File: src/rtl/rx_prog_timer_if.sv
// Control/status bundle between the C-PHY Rx control FSM (master) and rx_prog_timer (slave).
// The Cfg* table-write signals exist only when RX_TIMER_CFG_WR_EN is defined.
interface rx_prog_timer_if #(
  parameter int unsigned CNT_W  = 16,
  parameter int unsigned SEED_W = 3
);
  logic              TimerEn;
  logic [SEED_W-1:0] TimerSeed;
  logic              TimerMode;
  logic              Timeout;
  logic              Busy;
  logic [CNT_W-1:0]  Elapsed;
`ifdef RX_TIMER_CFG_WR_EN
  logic              CfgWr;
  logic [SEED_W-1:0] CfgAddr;
  logic [CNT_W-1:0]  CfgData;

  modport master (
    output TimerEn, TimerSeed, TimerMode, CfgWr, CfgAddr, CfgData,
    input  Timeout, Busy, Elapsed
  );
  modport slave (
    input  TimerEn, TimerSeed, TimerMode, CfgWr, CfgAddr, CfgData,
    output Timeout, Busy, Elapsed
  );
`else
  modport master (
    output TimerEn, TimerSeed, TimerMode,
    input  Timeout, Busy, Elapsed
  );
  modport slave (
    input  TimerEn, TimerSeed, TimerMode,
    output Timeout, Busy, Elapsed
  );
`endif
endinterface

File: src/rtl/rx_prog_timer.sv
// Seed-indexed programmable timer for the C-PHY Rx control FSMs.
// One-shot or periodic operation, one-cycle registered Timeout pulse, Busy/Elapsed status.
// Optional feature macro: RX_TIMER_CFG_WR_EN enables runtime threshold-table writes;
// without it the table is the constant parameter defaults and costs no flops.
module rx_prog_timer #(
  parameter int unsigned CNT_W     = 16,
  parameter int unsigned SEED_W    = 3,
  parameter int unsigned T_LP_TX   = 15,
  parameter int unsigned T_TERMEN  = 15,
  parameter int unsigned T_SETTLE  = 30,
  parameter int unsigned T_TA_SURE = 30,
  parameter int unsigned T_TA_GET  = 75,
  parameter int unsigned T_WAKE_UP = 300
) (
  input  logic            clk,
  input  logic            rst_n,
  rx_prog_timer_if.slave  tmr
);

  localparam int unsigned Depth = 32'd1 << SEED_W;

  localparam logic [1:0] StIdle = 2'd0;
  localparam logic [1:0] StRun  = 2'd1;
  localparam logic [1:0] StDone = 2'd2;

  function automatic logic [CNT_W-1:0] reset_val(input int unsigned idx);
    logic [CNT_W-1:0] v;
    case (idx)
      32'd0:   v = CNT_W'(T_LP_TX);
      32'd1:   v = CNT_W'(T_TERMEN);
      32'd2:   v = CNT_W'(T_SETTLE);
      32'd3:   v = CNT_W'(T_TA_SURE);
      32'd4:   v = CNT_W'(T_TA_GET);
      32'd5:   v = CNT_W'(T_WAKE_UP);
      default: v = '0;
    endcase
    return v;
  endfunction

  logic [CNT_W-1:0] tbl_rd;
  logic [CNT_W-1:0] thr_eff;

`ifdef RX_TIMER_CFG_WR_EN
  logic [CNT_W-1:0] table_q [Depth];

  // Threshold table: reset to defaults, rewritten by the config strobe.
  always_ff @(posedge clk or negedge rst_n) begin
    if (!rst_n) begin
      for (int unsigned i = 0; i < Depth; i++) begin
        table_q[i] <= reset_val(i);
      end
    end else if (tmr.CfgWr) begin
      table_q[tmr.CfgAddr] <= tmr.CfgData;
    end
  end

  // A start on the same edge as a write reads the pre-write entry.
  assign tbl_rd = table_q[tmr.TimerSeed];
`else
  logic [CNT_W-1:0] rst_tbl [Depth];

  for (genvar g = 0; g < Depth; g++) begin : g_rst_tbl
    assign rst_tbl[g] = reset_val(g);
  end

  assign tbl_rd = rst_tbl[tmr.TimerSeed];
`endif

  // A zero entry would never expire; run it as a one-cycle period instead.
  assign thr_eff = (tbl_rd == '0) ? CNT_W'(1) : tbl_rd;

  logic [1:0]       state_q,   state_d;
  logic [CNT_W-1:0] elapsed_q, elapsed_d;
  logic [CNT_W-1:0] thr_q,     thr_d;
  logic             mode_q,    mode_d;
  logic             timeout_q, timeout_d;

  // Next-state: start latching, counting, expiry and abort.
  always_comb begin
    state_d   = state_q;
    elapsed_d = elapsed_q;
    thr_d     = thr_q;
    mode_d    = mode_q;
    timeout_d = 1'b0;
    case (state_q)
      StIdle: begin
        if (tmr.TimerEn) begin
          state_d   = StRun;
          elapsed_d = '0;
          thr_d     = thr_eff;
          mode_d    = tmr.TimerMode;
        end
      end
      StRun: begin
        if (!tmr.TimerEn) begin
          // Abort takes priority over an expiry on the same edge.
          state_d   = StIdle;
          elapsed_d = '0;
        end else if (elapsed_q == thr_q - CNT_W'(1)) begin
          timeout_d = 1'b1;
          elapsed_d = '0;
          if (!mode_q) begin
            state_d = StDone;
          end
        end else begin
          elapsed_d = elapsed_q + CNT_W'(1);
        end
      end
      StDone: begin
        elapsed_d = '0;
        // Holding TimerEn high here must not retrigger; require a low cycle first.
        if (!tmr.TimerEn) begin
          state_d = StIdle;
        end
      end
      default: begin
        state_d   = StIdle;
        elapsed_d = '0;
      end
    endcase
  end

  // State registers with asynchronous active-low reset.
  always_ff @(posedge clk or negedge rst_n) begin
    if (!rst_n) begin
      state_q   <= StIdle;
      elapsed_q <= '0;
      thr_q     <= CNT_W'(1);
      mode_q    <= 1'b0;
      timeout_q <= 1'b0;
    end else begin
      state_q   <= state_d;
      elapsed_q <= elapsed_d;
      thr_q     <= thr_d;
      mode_q    <= mode_d;
      timeout_q <= timeout_d;
    end
  end

  // Outputs are straight from flops.
  always_comb begin
    tmr.Timeout = timeout_q;
    tmr.Busy    = (state_q == StRun);
    tmr.Elapsed = elapsed_q;
  end

endmodule

File: src/flat_wrapper.sv
// flat-port wrapper written by rule: the top's interface ports become plain ports
module rx_prog_timer_flat 
#(
  parameter int unsigned CNT_W     = 16,
  parameter int unsigned SEED_W    = 3,
  parameter int unsigned T_LP_TX   = 15,
  parameter int unsigned T_TERMEN  = 15,
  parameter int unsigned T_SETTLE  = 30,
  parameter int unsigned T_TA_SURE = 30,
  parameter int unsigned T_TA_GET  = 75,
  parameter int unsigned T_WAKE_UP = 300
)
  (clk, rst_n, tmr_TimerEn, tmr_TimerSeed, tmr_TimerMode, tmr_Timeout, tmr_Busy, tmr_Elapsed);
  rx_prog_timer_if #(.CNT_W(CNT_W), .SEED_W(SEED_W)) tmr_i ();
  input  logic clk;
  input  logic rst_n;
  input wire logic [$bits(tmr_i.TimerEn)-1:0] tmr_TimerEn;
  input wire logic [$bits(tmr_i.TimerSeed)-1:0] tmr_TimerSeed;
  input wire logic [$bits(tmr_i.TimerMode)-1:0] tmr_TimerMode;
  output wire logic [$bits(tmr_i.Timeout)-1:0] tmr_Timeout;
  output wire logic [$bits(tmr_i.Busy)-1:0] tmr_Busy;
  output wire logic [$bits(tmr_i.Elapsed)-1:0] tmr_Elapsed;
  assign tmr_i.TimerEn = tmr_TimerEn;
  assign tmr_i.TimerSeed = tmr_TimerSeed;
  assign tmr_i.TimerMode = tmr_TimerMode;
  assign tmr_Timeout = tmr_i.Timeout;
  assign tmr_Busy = tmr_i.Busy;
  assign tmr_Elapsed = tmr_i.Elapsed;
  rx_prog_timer #(.CNT_W(CNT_W), .SEED_W(SEED_W), .T_LP_TX(T_LP_TX), .T_TERMEN(T_TERMEN), .T_SETTLE(T_SETTLE), .T_TA_SURE(T_TA_SURE), .T_TA_GET(T_TA_GET), .T_WAKE_UP(T_WAKE_UP)) u_core (.clk(clk), .rst_n(rst_n), .tmr(tmr_i));
endmodule
File: config.mk
export PLATFORM = sky130hd
export DESIGN_NAME = rx_prog_timer_flat
export DESIGN_NICKNAME = d
export VERILOG_FILES = /design/src/rtl/rx_prog_timer_if.sv /design/src/rtl/rx_prog_timer.sv /design/src/flat_wrapper.sv
export SDC_FILE = /design/constraint.sdc
export NUM_CORES = 1
export LEC_CHECK = 0
export ABC_AREA = 1
export BUFFER_PORTS_ARGS = -buffer_cell sky130_fd_sc_hd__buf_4
export CORE_MARGIN = 5
export CORE_UTILIZATION = 45
export DETAILED_ROUTE_END_ITERATION = 10
export GPL_TIMING_DRIVEN = 0
export PLACE_DENSITY_LB_ADDON = 0.1
export SLEW_MARGIN = 20
export SYNTH_ARGS = -nofsm -noshare
export SYNTH_HDL_FRONTEND = slang
export SYNTH_SLANG_ARGS = --single-unit
export TNS_END_PERCENT = 50
File: constraint.sdc
create_clock -name clk -period 2 [get_ports clk]
set_input_delay 0.1 -clock clk [delete_from_list [all_inputs] [get_ports clk]]
set_output_delay 0.1 -clock clk [all_outputs]
set_load 0.02 [all_outputs]
### Yosys cells after proc, flatten, opt, wreduce, memory -nomap -nowiden

Memory sizes are Yosys's and may differ from the RTL's.
Cells that the tools add are included.
Widths: inputs -> output; s select.

* bits in writable memories: 0
* logic and storage cells: 37
* ROM bits: 128
* register bits: 36
* input bits: 7
* memories: 1
* bits in latches: 0

Memories
* (name not given): depth 8, width 16, rd ports 1, clocked after Yosys merged registers in 0, wr ports 0, line rx_prog_timer.sv:66 `assign tbl_rd = rst_tbl[tmr.TimerSeed];`

* reductions and logical operators: 4
* equal/unequal tests: 7
* $add $sub $neg: 2
* bitwise operators: 1
* multiplexer cells: 16
* multipliers: 0
* magnitude comparators: 1
* shift-type cells: 0
* div/mod/pow operators: 0

Operators with widths (number)
* $mux 16: 6
* $pmux 16 s2: 1
* $add 16x1->16 const B: 1
* $eq 16x16->1: 1
* $logic_not 16->1: 1
* $sub 16x1->16 const B: 1
* $mux 2: 5
* $pmux 2 s3: 1
* $ge 4x4->1 const B: 1
* $ne 2x2->1 const B: 2
* $not 3->4: 1
* $reduce_and 4->1: 1
* $mux 1: 3
* $ne 3x2->1 const B: 1
* $ne 3x3->1 const B: 1
* $eq 2x1->1 const B: 1
* $eq 2x2->1 const B: 1
* $logic_not 2->1: 1
* $reduce_and 2->1: 1

### Longest topological paths before layout

Gate-level depths: netlist of run 1.

* word-level depth: 6
* mapped depth: 14
* gate-level depth less buffers: 14

### Worst setup path before layout of run 1

No wires, ideal clock.

* kind: reg2reg
* start: register u_core.thr_q[0]
* end: register u_core.elapsed_q[5] (netlist: u_core.tmr.Elapsed[5])
* slack: 0.099 ns
* stages on the path, launching flop included: 14
* data arrival time: 1.779 ns
* cells stage by stage: dfstp_2 -> inv_1 -> ha_1 -> nand2_1 -> nand2_1 -> nor2_1 -> nand2_1 -> nor2_1 -> nand3_1 -> nor2_1 -> nand2_2 -> nand2_4 -> buf_12 -> o21ai_2

* longest elaborated chain between the ends: 5

RTL lines
* from (decl): line rx_prog_timer.sv:74 `logic [CNT_W-1:0] thr_q, thr_d;`
* from (signal assigned): line rx_prog_timer.sv:134 `thr_q <= thr_d;`
* $sub 16x1->16: line rx_prog_timer.sv:99 `end else if (elapsed_q == thr_q - CNT_W'(1)) begin`
* $eq 16x16->1: line rx_prog_timer.sv:99
* $mux 16: line rx_prog_timer.sv:99
* $mux 16: line rx_prog_timer.sv:95 `if (!tmr.TimerEn) begin`
* $pmux 16 s2: line rx_prog_timer.sv:85 `case (state_q)`
* to (signal assigned): line rx_prog_timer.sv:133 `elapsed_q <= elapsed_d;`
* to (decl): line rx_prog_timer.sv:73 `logic [CNT_W-1:0] elapsed_q, elapsed_d;`

Every way passes these cells.
A chain may end at the register's enable or synchronous reset.

### Worst setup path in the final report of run 1

* start: register u_core.thr_q[0]
* end: register u_core.elapsed_q[13] (netlist: u_core.tmr.Elapsed[13])

Same word-level chain as after synthesis.

==> metrics, run 1 <==
total power density per cell area=1050 mW/mm^2; total wire length=4910 microns; routed wire length per instance=13.9 microns; first-pass GRT wire length=8540 microns; R2R Path Start=u_core.thr_q[0]$_DFFE_PN1P_; max-cap violation count=0; Worst Hold Path EP=u_core.thr_q[6]$_DFFE_PN0P_; layout cell share with drive strength beyond 1=27.3%; Setup violations, final=2; post-synth cell types=31; Pleak=1.15 nW; largest net degree at the start of global routing=28; die area=0.00559 sq mm; number of enable flip-flop cells after synthesis=0; fin nets=314; Synth Area per Inst=7.13 sq um; Worst slew margin=38.8%; R2R cell count=15; CTS clk-pin slew, worst paths=0.10 ns; syn nets=274; Final min period=2.03 ns; remaining antenna violation count=0; HP Class=input pin to register; VDD IR max=0.000743 V; Post-DP Area=0.00213 sq mm; Slew Limit Fails=0; gr ovfl total=0; failing checks=setup timing; fraction of registers with async set or reset after synthesis=100%; clock tree sinks=27; most common cell after layout, fill and taps aside=nand2_1; Least-Margin Pin Slew=0.912 ns; Crit path arrival time=2.21 ns; CP startpoint kind=register; Fmax achieved=0.493 GHz; Die Span Y=74.8 microns; clk_lat worst skew=0.28 ns; CTS tree=yes; initial drt markers=88; # DRC=0; skew final=0.00318 ns; Pre-antenna DRT Iters=4; total CTS buffers=3; RSZ-0062 raised after global routing=true; PortBufs=24; commonest cells after routing, fill and taps aside=84 x nand2_1, 31 x buf_4, 29 x inv_1; R2R Path End=u_core.tmr.Elapsed[13]$_DFFE_PN0P_; Final period util=101%; GR Util All Layers=19.8%; final instance area=0.00234 sq mm; CTS H-tree lvls=1; hold path cells=2; status=finished with violations; top_reg_cell synth=dfrtp_1; final worst slack=-0.0274 ns; die width=74.8 microns; sequential-to-total area share from yosys stat=35.8%; via count=1780; CORE AREA=0.00403 sq mm; area of the mapped netlist=0.00189 sq mm; antenna violations before repair=0; GPL Wtd Cong=0.889; Yosys reg bits=27; CP Data Required Time=2.18 ns; vias per cell=5.03; vias in the first global route=1796; Antenna Cells=0; cell count after synthesis=265; Ys Warns=0; Max clock buf depth=2; Critical Path End Type=register; I/O pins=25; register-to-register setup slack=-0.03 ns; dpl hpwl=3540 microns; Final Util=58.1%; std cell rows=23; CTS root buffer=clkbuf_8; Final Hold Vio Count=0; min-delay src=tmr_TimerSeed[0]; crit path max fanout=3; WS Path Type=register to register; Starting Density=46.9%; Layout Area Growth over Synthesis=23.9%
routing by layer:
| layer | global-route usage [%] | share of wire, % | vias to the layer above |
|---|---|---|---|
| met1 | 27.8 | 47 | 815 |
| li1 | - | - | 922 |
| met5 | 0 | 0 | - |
| met3 | 2.27 | 3.6 | 7 |
| met4 | 5.34 | 0.96 | 0 |
| met2 | 32.4 | 48 | 36 |
through the flow:
step | TNS (ns) | power [mW] | instances | hold WS [ns] | setup slack (ns)
floorplan | 0 | 1.59 | 265 | -0.196 | 0.0992
global placement | -1.41 | 1.86 | 339 | 0.0433 | -0.138
detailed placement | -2.35 | 1.89 | 339 | 0.0490 | -0.209
CTS | -0.903 | 2.53 | 355 | 0.00377 | -0.0751
global route | -1.47 | 2.70 | 354 | 0.00998 | -0.180
finish | -0.0539 | 2.47 | 354 | 0.00240 | -0.0274
kinds of logic (layout without fill, tap and decap cells):
family                     count (synthesis)  in the layout  share of synthesized area (%)
AOI/OAI and AO/OA                         35             35                           11.7
xor gates and xnor gates                  12             12                           5.56
adders and majority gates                  2              2                           1.32
buffers and inverters                     39             78                           8.61
DFF                                       27             27                           35.8
and+or+nand+nor                          150            150                           37.0
registers in the layout (all words and copies together), names as in the netlist:
name	flops
u_core.tmr.Elapsed	16
u_core.mode_q	1
u_core.state_q	2
u_core.tmr.Timeout	1
u_core.thr_q	7
power breakdown:
part / internal [mW] / switching (mW) / total (mW) / leakage (nW)
Sequential: 0.660 / 0.131 / 0.791 / 0.355
Combinational: 0.532 / 0.813 / 1.35 / 0.771
Clock: 0.144 / 0.187 / 0.331 / 0.0228
Total: 1.34 / 1.13 / 2.47 / 1.15
worst max path at each step:
stage,start,end,slack [ns],cells past startpoint
final,u_core.thr_q[0]$_DFFE_PN1P_,u_core.tmr.Elapsed[13]$_DFFE_PN0P_,-0.03,15
after CTS,u_core.thr_q[0]$_DFFE_PN1P_,u_core.tmr.Elapsed[4]$_DFFE_PN0P_,-0.08,15
after detailed placement,u_core.thr_q[0]$_DFFE_PN1P_,u_core.tmr.Elapsed[4]$_DFFE_PN0P_,-0.21,14
after global routing,u_core.thr_q[0]$_DFFE_PN1P_,u_core.tmr.Elapsed[13]$_DFFE_PN0P_,-0.18,15
after floorplan,u_core.thr_q[0]$_DFFE_PN1P_,u_core.tmr.Elapsed[5]$_DFFE_PN0P_,0.1,13
after global placement,u_core.thr_q[0]$_DFFE_PN1P_,u_core.tmr.Elapsed[9]$_DFFE_PN0P_,-0.14,14
cell type report:
cell class	count	area, sq um
inverters	35	134
fillers	403	1690
well taps	50	62.6
multi-input cells	199	1110
clock buffers	4	45.0
flip-flops and latches	27	678
plain buffers	3	11.3
repair buffers	36	300
cell usage after synthesis, types with 3 or more instances:
| library cell | n | area, sq um |
|---|---|---|
| a21oi_1 | 4 | 20.0 |
| nor2_4 | 4 | 45.0 |
| clkbuf_1 | 3 | 11.3 |
| nand4_1 | 7 | 43.8 |
| inv_1 | 33 | 124 |
| nand2_1 | 85 | 319 |
| nand3_1 | 17 | 85.1 |
| dfrtp_1 | 26 | 651 |
| nor2_2 | 3 | 18.8 |
| o21ai_2 | 8 | 70.1 |
| nand2_2 | 4 | 25.0 |
| nor3_1 | 4 | 20.0 |
| o21ai_0 | 16 | 80.1 |
| xor2_1 | 10 | 87.6 |
| nor2_1 | 19 | 71.3 |
worst max-delay path: stages (launching register included):
cell and delay, ns:
dfstp_2 0.57, inv_4 0.04, ha_4 0.25, inv_2 0.02, nand2_1 0.05, nand2_1 0.05, nor2_2 0.11, nand2_1 0.08
nor2_2 0.12, nand3_2 0.09, nor2_2 0.10, nand2_2 0.08, buf_6 0.13, buf_6 0.11, nand4_1 0.06, nand2_1 0.05
what timing repair did:
action,in CTS,in global routing
hold endpoints to repair,26,0
hold buffers,1,0
buffers inserted,10,5
pin swaps,9,16
endpoints found under the setup margin,18,19
resized for setup,10,16
cloned,1,0
(Power assumes the default switching activity.)
==> run 2, diff against run 1 <==
Settings changed: CTS_BUF_LIST from default to sky130_fd_sc_hd__clkbuf_8 sky130_fd_sc_hd__clkbuf_16.
==> metrics, run 2 (same netlist as run 1, synthesis figures left out) <==
status=finished with violations; failing checks=setup timing; worst path cell trace=inv_4 > ha_4 > inv_2 > nand2_1 > nand2_1 > nor2_2 > nand2_1 > nor2_2 > nand3_2 > nor2_2 > nand2_2 > buf_6 > buf_6 > nand4_1 > nand2_1; first-pass GRT wire length=8540 microns (unchanged); Final period util=101% (about the same); Crit path arrival time=2.21 ns (about the same); cell mode on critical path=nand2_1; layout cell share with drive strength beyond 1=27.3% (unchanged); VDD IR max=0.000740 V (-0.34%); total CTS buffers=3 (unchanged); Setup violations, final=2 (unchanged); Worst slew margin=39.0% (+0.27 points); Max clock buf depth=2 (unchanged); Final Hold Vio Count=0 (unchanged); Tot Pwr=2.46 mW (-0.39%); Largest delay share family, worst path=simple AND/OR/NAND/NOR gates; pre-CTS setup slack=-0.209 ns (unchanged); most common cell after layout, fill and taps aside=nand2_1; Slew Limit Fails=0 (unchanged); Least-Margin Pin Slew=0.907 ns (-0.00406 ns); fin nets=314 (unchanged); crit path max fanout=3 (unchanged); std cell rows=23 (unchanged); initial drt markers=82 (-6.8%); Fmax achieved=0.494 GHz (about the same); vias per cell=5.05 (+0.34%); die width=74.8 microns (unchanged); Starting Density=46.9% (unchanged); CTS tree=yes; via count=1786 (+0.34%); CTS root buffer=clkbuf_8; Pre-antenna DRT Iters=4 (unchanged); GR Util All Layers=19.8% (unchanged); clk_lat worst skew=0.28 ns (about the same); RSZ-0062 raised after global routing=true; Layout Area Growth over Synthesis=23.9% (unchanged); CP max stage delay=0.56 ns (about the same); I/O pins=25 (unchanged); Antenna Cells=0 (unchanged); total power density per cell area=1050 mW/mm^2 (-0.39%); HP Class=input pin to register; vias in the first global route=1796 (unchanged); final worst slack=-0.0257 ns (+0.00170 ns); die area=0.00559 sq mm (unchanged); Pleak=1.15 nW (+0.36%); WS Path Type=register to register; total wire length=4910 microns (about the same); clock tree sinks=27 (unchanged); final instance area=0.00234 sq mm (unchanged); PortBufs=24 (unchanged); Die Span Y=74.8 microns (unchanged); GPL Wtd Cong=0.889 (unchanged); Largest register FFs=16 (unchanged); hold_ws=0.00567 ns (+0.00328 ns); remaining antenna violation count=0 (unchanged); Post-DP Area=0.00213 sq mm (unchanged); Critical Path End Type=register; max-cap violation count=0 (unchanged); skew final=0.00132 ns (-0.00186 ns); commonest cells after routing, fill and taps aside=84 x nand2_1, 31 x buf_4, 30 x inv_1; CP startpoint kind=register; dpl hpwl=3540 microns (unchanged); CORE AREA=0.00403 sq mm (unchanged); largest net degree at the start of global routing=28 (unchanged); # DRC=0 (unchanged); CTS H-tree lvls=1 (unchanged); routed wire length per instance=13.9 microns (about the same); Slowest-stage cell, CP=dfstp_2; gr ovfl total=0 (unchanged); antenna violations before repair=0 (unchanged); Final min period=2.03 ns (-0.00170 ns); CP Data Required Time=2.18 ns (about the same); crit path buf inv count=4 (unchanged); setup total negative slack=-0.0462 ns (+0.00767 ns); CTS clk-pin slew, worst paths=0.10 ns (about the same)
[run 2: final cells by class]
cell class	instances	area, sq um
buffer	3	11.3
clock buffer	3	41.3
clock inverter	1	3.75
fill	403	1690
inverter	35	134
multi-input combinational	199	1110
sequential	27	678
tap	50	62.6
timing repair buffer	36	300
[run 2: worst register-to-register path, cell delays in order (launching register included)]
cell	delay, ns
dfstp_2	0.56
inv_4	0.04
ha_4	0.25
inv_2	0.02
nand2_1	0.05
nand2_1	0.05
nor2_2	0.11
nand2_1	0.08
nor2_2	0.12
nand3_2	0.09
nor2_2	0.10
nand2_2	0.08
buf_6	0.13
buf_6	0.11
nand4_1	0.06
nand2_1	0.05
[run 2: what timing repair did]
action / 4_1_cts / 5_1_grt
pin swaps: 9 / 16
gates cloned: 1 / 0
gates resized for setup: 10 / 16
buffers inserted: 10 / 5
hold buffers: 1 / 0
hold endpoints to repair: 26 / 0
endpoints found under the setup margin: 18 / 19
[run 2: path summary, 6_finish.rpt]
kind	start	end	slack, ns	cells after the start
worst max register to register	u_core.thr_q[0]$_DFFE_PN1P_	u_core.tmr.Elapsed[13]$_DFFE_PN0P_	-0.03	15
worst min register to register	u_core.mode_q$_DFFE_PN0P_	u_core.state_q[1]$_DFFE_PN0P_	0.54	3
min in group asynchronous	rst_n	u_core.state_q[1]$_DFFE_PN0P_	0.27	2
worst max-delay path	u_core.thr_q[0]$_DFFE_PN1P_	u_core.tmr.Elapsed[13]$_DFFE_PN0P_	-0.03	15
max in group asynchronous	rst_n	u_core.thr_q[0]$_DFFE_PN1P_	1.43	2
worst min-delay path	tmr_TimerSeed[0]	u_core.thr_q[6]$_DFFE_PN0P_	0.006	2
[run 2: where the power goes]
part	internal, mW	total, mW	switching, mW
Sequential	0.660	0.792	0.131
Clock	0.138	0.323	0.184
Combinational	0.532	1.34	0.812
[run 2: metal layers]
metal  part of all wire, %  vias up  global-route usage [%]
li1                      -      922                       -
met1                    47      819                    27.8
met2                    48       36                    32.4
met3                   3.6        9                    2.27
met4                   1.0        0                    5.34
met5                     0        -                       0
[run 2: per-stage QoR]
stage	cells	util, %
floorplan	265	-
global placement	339	52.9
detailed placement	339	52.9
CTS	355	57.9
global route	354	58.1
finish	354	58.1
==> run 3, diff against run 2 <==
Settings changed: CTS_BUF_LIST sky130_fd_sc_hd__clkbuf_8 sky130_fd_sc_hd__clkbuf_16 to sky130_fd_sc_hd__clkbuf_2.
Clock period 2 ns to 2.2 ns, I/O delays scaled along.
==> metrics, run 3 (same netlist as run 1, synthesis figures left out) <==
status=complete, no violations; GPL Wtd Cong=0.889 (unchanged); total CTS buffers=3 (unchanged); total power density per cell area=916 mW/mm^2 (-13%); fin nets=319 (+1.6%); CTS H-tree lvls=1 (unchanged); PortBufs=24 (unchanged); met1 Track Usage GR=27.4% (-0.41 points); gr ovfl total=0 (unchanged); Starting Density=46.9% (unchanged); CTS clk-pin slew, worst paths=0.29 ns (+0.19 ns); std cell rows=23 (unchanged); Crit path arrival time=2.42 ns (+0.21 ns); commonest cells after routing, fill and taps aside=85 x nand2_1, 31 x inv_1, 31 x buf_4; CP Data Required Time=2.51 ns (+0.33 ns); GR Util All Layers=18.8% (-1.0 points); Setup violations, final=0 (-2); Final min period=2.11 ns (+0.0857 ns); Pre-antenna DRT Iters=4 (unchanged); die area=0.00559 sq mm (unchanged); Max clock buf depth=2 (unchanged); Antenna Cells=0 (unchanged); I/O pins=25 (unchanged); CORE AREA=0.00403 sq mm (unchanged); Tot Pwr=2.14 mW (-13%); CTS root buffer=clkbuf_2; total wire length=4880 microns (-0.57%); CTS tree=yes; register-to-register setup slack=0.09 ns (+0.11 ns); vias per cell=5.03 (-0.40%); first-pass GRT wire length=8180 microns (-4.3%); Fmax achieved=0.474 GHz (-4.1%); CP startpoint kind=register; HP Class=input pin to async pin; Critical Path End Type=register; max-cap violation count=0 (unchanged); skew final=0.0174 ns (+0.0160 ns); initial drt markers=102 (+24%); crit path max fanout=5 (+2); Largest register FFs=16 (unchanged); largest net degree at the start of global routing=28 (unchanged); # DRC=0 (unchanged); Layout Area Growth over Synthesis=23.9% (unchanged); vias in the first global route=1735 (-3.4%); die width=74.8 microns (unchanged); most common cell after layout, fill and taps aside=nand2_1; layout cell share with drive strength beyond 1=23.3% (-4.0 points); clock tree sinks=27 (unchanged); Final Hold Vio Count=0 (unchanged); routed wire length per instance=13.6 microns (-2.0%); final instance area=0.00234 sq mm (unchanged); GR met3 Demand/Resource=1.87% (-0.40 points); clk_lat worst skew=0.39 ns (+0.11 ns); met2 Usage GRT=30.1% (-2.2 points); Die Span Y=74.8 microns (unchanged); antenna violations before repair=0 (unchanged); most crowded layer after global routing=met2; Final period util=96.0% (-5.3 points); Pleak=1.17 nW (+1.2%); VDD IR max=0.000678 V (-8.4%); Least-Margin Pin Slew=0.898 ns (-0.00899 ns); Post-DP Area=0.00213 sq mm (unchanged); via count=1804 (+1.0%); WS Path Type=register to register; dpl hpwl=3540 microns (unchanged); hold_ws=0.117 ns (+0.111 ns); RSZ-0062 raised after global routing=true; Worst slew margin=39.6% (+0.60 points); Slew Limit Fails=0 (unchanged); remaining antenna violation count=0 (unchanged); Final Util=58.1% (unchanged)
-- run 3: cell count changes in the layout (fill, tap and decap cells not counted), moves of 2 or more --
cell and delta:
buf_6 -2, clkbuf_2 +4, clkbuf_8 -3, dlygate4sd3_1 +7
inv_2 -2, nand3_1 +3, nand3_2 -3, nor2_1 +3
nor2_2 -3
-- run 3: power breakdown --
group,internal [mW],switching (mW)
clock network,0.0478,0.165
logic,0.498,0.714
registers,0.600,0.118
total,1.15,0.998
-- run 3: worst max-delay path: stages (launching register included) --
cell and delay [ns]:
dfstp_2 0.62, inv_4 0.05, ha_4 0.26, inv_2 0.03, nand2_1 0.06, nand2_1 0.06, nor2_2 0.13, nand2_1 0.06
nor2_1 0.11, nand3_1 0.09, nor2_2 0.13, nand2_2 0.12, nand2_4 0.13, clkbuf_16 0.16, o21ai_2 0.05
-- run 3: final cells by class --
cell class | instances | area (sq um)
timing repair buffer | 40 | 338
tap | 50 | 62.6
buffer | 4 | 31.3
inverter | 35 | 134
clock buffer | 4 | 20.0
multi-input combinational | 199 | 1080
sequential | 27 | 678
fill | 403 | 1690
-- run 3: per-layer routing --
metal | part of all wire [%] | vias up
li1 | - | 936
met1 | 50 | 841
met2 | 47 | 22
met3 | 2.3 | 5
met4 | 0.90 | 0
met5 | 0 | -
-- run 3: repair_timing --
item / in CTS / in global routing
pin swaps: 0 / 9
buffers inserted: 0 / 7
hold endpoints to repair: 32 / 0
gates resized for setup: 1 / 9
gates cloned: 0 / 1
endpoints found under the setup margin: 10 / 19
hold buffers: 8 / 0
-- run 3: per-stage QoR --
stage | TNS [ns] | instances | worst slack [ns]
after floorplan | 0 | 265 | 0.299
final | 0 | 359 | 0.0886
after global routing | -0.418 | 359 | -0.0537
after global placement | 0 | 339 | 0.0620
after detailed placement | -0.0112 | 339 | -0.00901
after CTS | 0 | 351 | 0.00624
-- run 3: final timing paths --
path                                                      to                   startpoint  cells after the start
min reg2reg                    u_core.state_q[0]$_DFFE_PN0P_    u_core.mode_q$_DFFE_PN0P_                      2
max reg2reg                u_core.tmr.Elapsed[5]$_DFFE_PN0P_  u_core.thr_q[0]$_DFFE_PN1P_                     14
max in group asynchronous        u_core.thr_q[0]$_DFFE_PN1P_                        rst_n                      2
max                        u_core.tmr.Elapsed[5]$_DFFE_PN0P_  u_core.thr_q[0]$_DFFE_PN1P_                     14
min in group clk                   u_core.mode_q$_DFFE_PN0P_                tmr_TimerMode                      4
min                             u_core.tmr.Timeout$_DFF_PN0_                        rst_n                      2
